`src/rtl/ctrl_mc.sv`:
```
// Multi-cycle RV32I control unit: BOOT/FETCH/EXEC/MEM sequencer over a shared req/rdy memory port,
// with illegal-instruction and memory-timeout traps and a retired-instruction counter.
module ctrl_mc #(
    parameter logic [31:0] RESET_PC    = 32'h0,
    parameter int          MEM_TIMEOUT = 16,
    parameter int          CNT_W       = 32
) (
    input  logic             clk,
    input  logic             rst,
    output logic             mem_req,
    output logic             mem_we,
    output logic [2:0]       mem_mode,
    output logic             mem_addr_sel,
    input  logic             mem_rdy,
    input  logic [31:0]      mem_rdata,
    output logic [31:0]      pc,
    output logic [31:0]      ir,
    output logic [4:0]       regA_sel,
    output logic [4:0]       regB_sel,
    output logic [4:0]       regW_sel,
    output logic             reg_wen,
    output logic [1:0]       wb_sel,
    output logic [3:0]       alu_ctrl,
    output logic             alu_a_sel,
    output logic             alu_b_sel,
    output logic [31:0]      imm,
    input  logic             alu_zero,
    input  logic [31:0]      alu_result,
    output logic             retire,
    output logic [CNT_W-1:0] instret,
    output logic             trap,
    output logic [1:0]       trap_cause
);

    typedef enum logic [2:0] {
        S_BOOT, S_FETCH, S_EXEC, S_MEM, S_TRAP
    } state_t;

    localparam logic [6:0] OP_LUI    = 7'b0110111;
    localparam logic [6:0] OP_AUIPC  = 7'b0010111;
    localparam logic [6:0] OP_JAL    = 7'b1101111;
    localparam logic [6:0] OP_JALR   = 7'b1100111;
    localparam logic [6:0] OP_BRANCH = 7'b1100011;
    localparam logic [6:0] OP_LOAD   = 7'b0000011;
    localparam logic [6:0] OP_STORE  = 7'b0100011;
    localparam logic [6:0] OP_ITYPE  = 7'b0010011;
    localparam logic [6:0] OP_RTYPE  = 7'b0110011;

    localparam logic [1:0] CAUSE_ILL  = 2'd1;
    localparam logic [1:0] CAUSE_FTMO = 2'd2;
    localparam logic [1:0] CAUSE_DTMO = 2'd3;

    // Wait counter only needs to reach MEM_TIMEOUT-1: the next waiting cycle is the trap cycle.
    localparam int            WW   = (MEM_TIMEOUT > 1) ? $clog2(MEM_TIMEOUT) : 1;
    localparam logic [WW-1:0] WLIM = WW'((MEM_TIMEOUT > 0) ? (MEM_TIMEOUT - 1) : 0);

    state_t        state, state_nx;
    logic [31:0]   pc_nx;
    logic [1:0]    cause_nx;
    logic [WW-1:0] wcnt;
    logic          wen_raw;
    logic          tmo;
    logic          br_taken;

    logic [6:0] opcode;
    logic [2:0] f3;
    logic is_lui, is_auipc, is_jal, is_jalr, is_branch, is_load, is_store, is_itype, is_rtype;
    logic illegal;

    assign opcode   = ir[6:0];
    assign f3       = ir[14:12];
    assign regA_sel = ir[19:15];
    assign regB_sel = ir[24:20];
    assign regW_sel = ir[11:7];

    assign is_lui    = (opcode == OP_LUI);
    assign is_auipc  = (opcode == OP_AUIPC);
    assign is_jal    = (opcode == OP_JAL);
    assign is_jalr   = (opcode == OP_JALR);
    assign is_branch = (opcode == OP_BRANCH);
    assign is_load   = (opcode == OP_LOAD);
    assign is_store  = (opcode == OP_STORE);
    assign is_itype  = (opcode == OP_ITYPE);
    assign is_rtype  = (opcode == OP_RTYPE);

    assign illegal = !(is_lui | is_auipc | is_jal | is_jalr | is_branch | is_load
                     | is_store | is_itype | is_rtype)
                   | (is_branch & (f3[2:1] == 2'b01));

    always_comb begin
        imm = {{20{ir[31]}}, ir[31:20]};
        if (is_store)
            imm = {{20{ir[31]}}, ir[31:25], ir[11:7]};
        else if (is_branch)
            imm = {{19{ir[31]}}, ir[31], ir[7], ir[30:25], ir[11:8], 1'b0};
        else if (is_lui | is_auipc)
            imm = {ir[31:12], 12'b0};
        else if (is_jal)
            imm = {{11{ir[31]}}, ir[31], ir[19:12], ir[20], ir[30:21], 1'b0};
    end

    // Branches compare via sub (eq/ne), slt (lt/ge) or sltu (ltu/geu); zero then encodes the outcome.
    always_comb begin
        alu_ctrl = 4'b0000;
        if (is_rtype)
            alu_ctrl = {ir[30], f3};
        else if (is_itype)
            alu_ctrl = {(f3 == 3'b101) & ir[30], f3};
        else if (is_lui)
            alu_ctrl = 4'b1111;
        else if (is_branch) begin
            case (f3[2:1])
                2'b10:   alu_ctrl = 4'b0010;
                2'b11:   alu_ctrl = 4'b0011;
                default: alu_ctrl = 4'b1000;
            endcase
        end
    end

    always_comb begin
        case (f3)
            3'b000, 3'b101, 3'b111: br_taken = alu_zero;
            default:                br_taken = !alu_zero;
        endcase
    end

    assign alu_a_sel = is_auipc;
    assign alu_b_sel = !(is_rtype | is_branch);
    assign wb_sel    = (state == S_MEM) ? 2'd1 : ((is_jal | is_jalr) ? 2'd2 : 2'd0);
    assign trap      = (state == S_TRAP);
    assign reg_wen   = wen_raw && (regW_sel != 5'd0);
    assign tmo       = (MEM_TIMEOUT != 0) && !mem_rdy && (wcnt == WLIM);

    always_comb begin
        state_nx     = state;
        pc_nx        = pc;
        cause_nx     = trap_cause;
        mem_req      = 1'b0;
        mem_we       = 1'b0;
        mem_mode     = 3'b010;
        mem_addr_sel = 1'b0;
        wen_raw      = 1'b0;
        retire       = 1'b0;
        case (state)
            S_BOOT: state_nx = S_FETCH;
            S_FETCH: begin
                mem_req = 1'b1;
                if (mem_rdy) begin
                    state_nx = S_EXEC;
                end else if (tmo) begin
                    state_nx = S_TRAP;
                    cause_nx = CAUSE_FTMO;
                end
            end
            S_EXEC: begin
                if (illegal) begin
                    state_nx = S_TRAP;
                    cause_nx = CAUSE_ILL;
                end else if (is_load | is_store) begin
                    state_nx = S_MEM;
                end else begin
                    state_nx = S_FETCH;
                    retire   = 1'b1;
                    wen_raw  = !is_branch;
                    if (is_jal | (is_branch & br_taken))
                        pc_nx = pc + imm;
                    else if (is_jalr)
                        pc_nx = alu_result & ~32'h1;
                    else
                        pc_nx = pc + 32'd4;
                end
            end
            S_MEM: begin
                mem_req      = 1'b1;
                mem_addr_sel = 1'b1;
                mem_we       = is_store;
                mem_mode     = f3;
                if (mem_rdy) begin
                    state_nx = S_FETCH;
                    wen_raw  = is_load;
                    retire   = 1'b1;
                    pc_nx    = pc + 32'd4;
                end else if (tmo) begin
                    state_nx = S_TRAP;
                    cause_nx = CAUSE_DTMO;
                end
            end
            default: state_nx = S_TRAP;
        endcase
    end

    always_ff @(posedge clk or posedge rst) begin
        if (rst) begin
            state      <= S_BOOT;
            pc         <= RESET_PC;
            ir         <= 32'h0;
            instret    <= '0;
            trap_cause <= 2'd0;
            wcnt       <= '0;
        end else begin
            state      <= state_nx;
            pc         <= pc_nx;
            trap_cause <= cause_nx;
            if (state == S_FETCH && mem_rdy)
                ir <= mem_rdata;
            if (retire)
                instret <= instret + 1'b1;
            // Completion or an idle port clears the count, so each transaction starts from zero.
            if (!mem_req || mem_rdy)
                wcnt <= '0;
            else if (wcnt != WLIM)
                wcnt <= wcnt + 1'b1;
        end
    end

endmodule

```
`config.mk`:
```
export PLATFORM = sky130hd
export DESIGN_NAME = ctrl_mc
export DESIGN_NICKNAME = d
export VERILOG_FILES = /design/src/rtl/ctrl_mc.sv
export SDC_FILE = /design/constraint.sdc
export NUM_CORES = 1
export LEC_CHECK = 0
export CORE_MARGIN = 1
export CORE_UTILIZATION = 45
export CTS_CLUSTER_DIAMETER = 80
export DETAILED_ROUTE_END_ITERATION = 8
export PLACE_DENSITY = 0.76
export RECOVER_POWER = 25
export SLEW_MARGIN = 25
export SYNTH_ARGS = -nofsm -noshare
export SYNTH_HDL_FRONTEND = slang
export SYNTH_SLANG_ARGS = --single-unit
```
`constraint.sdc`:
```
create_clock -name clk -period 10.7 [get_ports clk]
set_input_delay 1.605 -clock clk [delete_from_list [all_inputs] [get_ports clk]]
set_output_delay 1.605 -clock clk [all_outputs]
set_load 0.01 [all_outputs]
```
==> parameters.txt <==
Parameter                              Value

Global routing
  First-pass GRT wire length ... about 40000 um
  Global-route usage over all layers ... 0.2881
  Final global-route overflow total ... 0
  Pin count of the biggest net entering global routing ... just under 70
  Number of antenna violations at the first check in global routing ... 1
  Number of global-route vias before repair ... 7273

Cells and area
  Fillers ... ~1500
  Seq. cell area ... 2628 sq um
  Count of nets after finishing ... roughly 1200
  Area occupied by multi-input gates ... slightly below 5000 sq um
  Non-filler instance count after layout ... 1313
  Fraction of final layout cells sized beyond drive strength 1 ... 0.07912
  Area delta synth->final ... 32.34%
  Core Util, Final ... 0.6074

Synth
  Register bit count reported by yosys ... between 100 and 150
  Number of enable flip-flop cells after synthesis ... 0
  Net count after synthesis ... 1001
  Avg Inst Size Synth ... 8.810 sq um
  Dominant register cell in the synthesized netlist ... dfrtp_1
  Post-synth design cell area ... 7911 sq um
  Most instantiated library cell after synthesis ... dfrtp_1
  Most frequent cells after synthesis ... 105 x dfrtp_1, 91 x nand2_1, 68 x a21oi_1, 66 x nor2_1, 43 x o21ai_0
  Number of warnings reported in the yosys synthesis log ... 0
  Largest cells by area after synthesis ... dfrtp_1 33%, ha_1 5.4%, nand2_1 4.3%, a21oi_1 4.3%, mux2_2 4.3%
  Sequential element share of the synthesized area ... 0.3321
  Netlist cell types ... 88
  Ys async rst share ... 1.000
  Yosys top cell area share ... 0.3321
  Count of mapped cells out of synthesis ... 898
  Largest area contributor in the netlist ... dfrtp_1

Clocking
  Clock slew at the register clock pins of the worst setup and hold paths ... 0.07 ns
  Cts bufs inserted ... 9
  Cell chosen for the clock root ... clkbuf_16
  Post-CTS setup buffers ... 0
  Clock latency on the worst-skew pair ... 0.36 ns
  Count of cells resized by post-cts repair ... 0
  CTS HTree Levels ... 3
  Sinks on the clock net ... 105
  Clock tree from TritonCTS ... done
  Number of buffers on the longest clock path ... 2
  Post-CTS Hold Fix Bufs ... 0

Min path
  Class of the tightest hold or removal check ... flop to flop
  Min-Delay Endpoint ... instret[31]
  Hold path cells ... 1
  Hold wc startpoint ... instret[31]

STA
  Final hold viol count ... 0
  Final min period ... between 5 and 6 ns
  Largest clock skew in the final design ... 0.01022 ns
  Slew at the pin closest to its max-slew limit ... roughly 1.8 ns
  Rel. slew slack ... -0.2300
  Final Cycle Share ... 0.4768
  RSZ-0062 raised after global routing ... false
  Slack of the critical path ... 5.598 ns
  Number of pins exceeding their max-slew limit in the final report ... 111
  # setup viols final ... 0
  Fmax achieved ... approximately 200 MHz
  Setup total negative slack ... 0 ns

Job
  Maximum capacitance violations ... 3

Worst setup path
  Category of the worst setup path capture point ... primary output
  CP delay by family, top ... buffers and inverters
  Origin of the critical flop-to-flop path ... ir[6]
  Worst endpoint required time ... just over 9 ns
  Count of buffering cells on the critical path with inverters included ... 3
  Worst r2r path cells ... 14
  Crit Path Max Fanout ... 4
  Worst setup SP type ... input port
  Critical register-to-register path endpoint ... pc[30]
  Reg2Reg Setup Slack ... 6.04 ns
  Crit path largest cell delay ... 0.64 ns
  Critical Setup Path Class ... input port to primary output
  Data arrival time of the critical path ... 3.50 ns
  Cell at the slowest stage of the critical path ... dlygate4sd3_1
  CP cell instances ... dlygate4sd3_1, inv_1, nor4_1, a21oi_1, nor3_1, clkdlybuf4s50_1

Floorplan
  X dimension of the die ... 134.6 um
  I/O pin count ... 230
  Area of the core ... about 17000 sq um
  Chip height ... around 130 um
  Floorplan die area ... 18110 sq um
  Initial standard-cell utilization of the core ... 0.4590
  Std-Cell Rows ... 48

Detailed routing
  Residual DRC count ... 0
  DRT antenna net count ... 0
  Vias per Instance ... between 5 and 6
  Count of vias placed by the detailed router ... around 7800
  Drt initial violations ... 660
  Aggregate routed wire length ... between 20000 and 30000 um
  Count of TritonRoute iterations in the first routing pass ... 6
  Routed length per placed instance ... 19.66 um

Placement
  HPWL after detailed placement ... 19310 um
  Placed cells ... ~1300
  Placement Setup Slack ... about 5.7 ns
  Port Buf Inserts ... 228
  Global placement routability congestion ... approximately 0.89

Pwr
  Logic gate share of total power ... 0.061
  Clock share of power ... 0.422
  Total power density per cell area ... 74.14 nW/um^2
  Sw frac ... 0.2325
  Leak pwr ... 4.680 nW
  Share of total power in sequential cells ... 0.517
  NetSw ... 180.5 uW
  Overall power consumption ... 776.3 uW
  Largest vdd supply drop ... 0.00007974 V
  Cell-internal power ... 595.8 uW

Outcome
  Result of the run ... finished with violations
  Violated checks ... capacitance limit, slew limit
## layout by cell type (no fill, tap or decap), types with 16 or more instances in the layout
master,n
a21o_1,35
a21oi_1,68
and3_1,19
clkdlybuf4s50_1,184
dfrtp_1,105
dlygate4sd3_1,44
ha_1,34
mux2_2,30
nand2_1,91
nand3_1,29
nor2_1,66
nor3_1,16
o21ai_0,43
xnor2_1,35
xor2_1,27
## worst max-delay path by stage
stage                        from    endpoint  slack [ns]  cells after the start
final                     mem_rdy     reg_wen        5.60                      6
after global routing      mem_rdy     reg_wen        5.55                      6
after detailed placement  mem_rdy     reg_wen        5.67                      6
after floorplan               rst  instret[0]        6.33                      1
after global placement    mem_rdy     reg_wen        5.71                      6
after CTS                 mem_rdy     reg_wen        5.68                      6
## worst register-to-register path, delay by kind of cell (launching register included)
| kind | cells | cell delay [ns] |
|---|---|---|
| DFF | 1 | 0.56 |
| and+or+nand+nor | 6 | 1.77 |
| adders and majority gates | 2 | 0.69 |
| AOI/OAI and AO/OA | 6 | 1.57 |
## cell type report
type                            count  area share
Clock inverter                      4    0.002629
Sequential cell                   105      0.2510
Antenna cell                        1   0.0002390
Inverter                           16    0.005856
Multi-Input combinational cell    719      0.4692
Tap cell                          225     0.02689
Timing Repair Buffer              232      0.2201
Clock buffer                       11     0.02414
## registers in the layout (all words and copies together) (netlist names)
| name | count |
|---|---|
| instret | 32 |
| ir | 32 |
| pc | 32 |
| state | 3 |
| trap_cause | 2 |
| wcnt | 4 |
## cell families after synthesis
logic type      count (synthesis)  synth area share
compound gates                257            0.2178
xor+xnor                       62           0.06864
fa+ha+maj                      35           0.05630
buf+inv                        74           0.04855
flops                         105            0.3321
mux                            38           0.05282
simple gates                  327            0.2238
## per-layer routing
metal,part of all wire,track usage,vias to the layer above
met2,0.45,0.4470,368
li1,-,-,3659
met4,0.038,0.1355,0
met1,0.43,0.3889,3771
met3,0.084,0.05330,50
met5,0,0,-
## power groups by stage
stage | clock, mW | combinational (mW) | sequential [mW]
after floorplan | 0 | 0.0140 | 0.409
after global placement | 0 | 0.0476 | 0.409
after detailed placement | 0 | 0.0481 | 0.409
after CTS | 0.330 | 0.0484 | 0.401
after global routing | 0.346 | 0.0519 | 0.401
final | 0.327 | 0.0476 | 0.401
## through the flow
| step | hold WS (ns) | cell area, sq um |
|---|---|---|
| final | 0.4649 | 10470 |
| after global routing | 0.4812 | 10470 |
| after CTS | 0.4707 | 10470 |
| after detailed placement | 0.4568 | 10190 |
| after global placement | 0.4553 | 10190 |
| after floorplan | 0.4586 | 7911 |
Note: power is estimated with default switching activity, not from simulation.
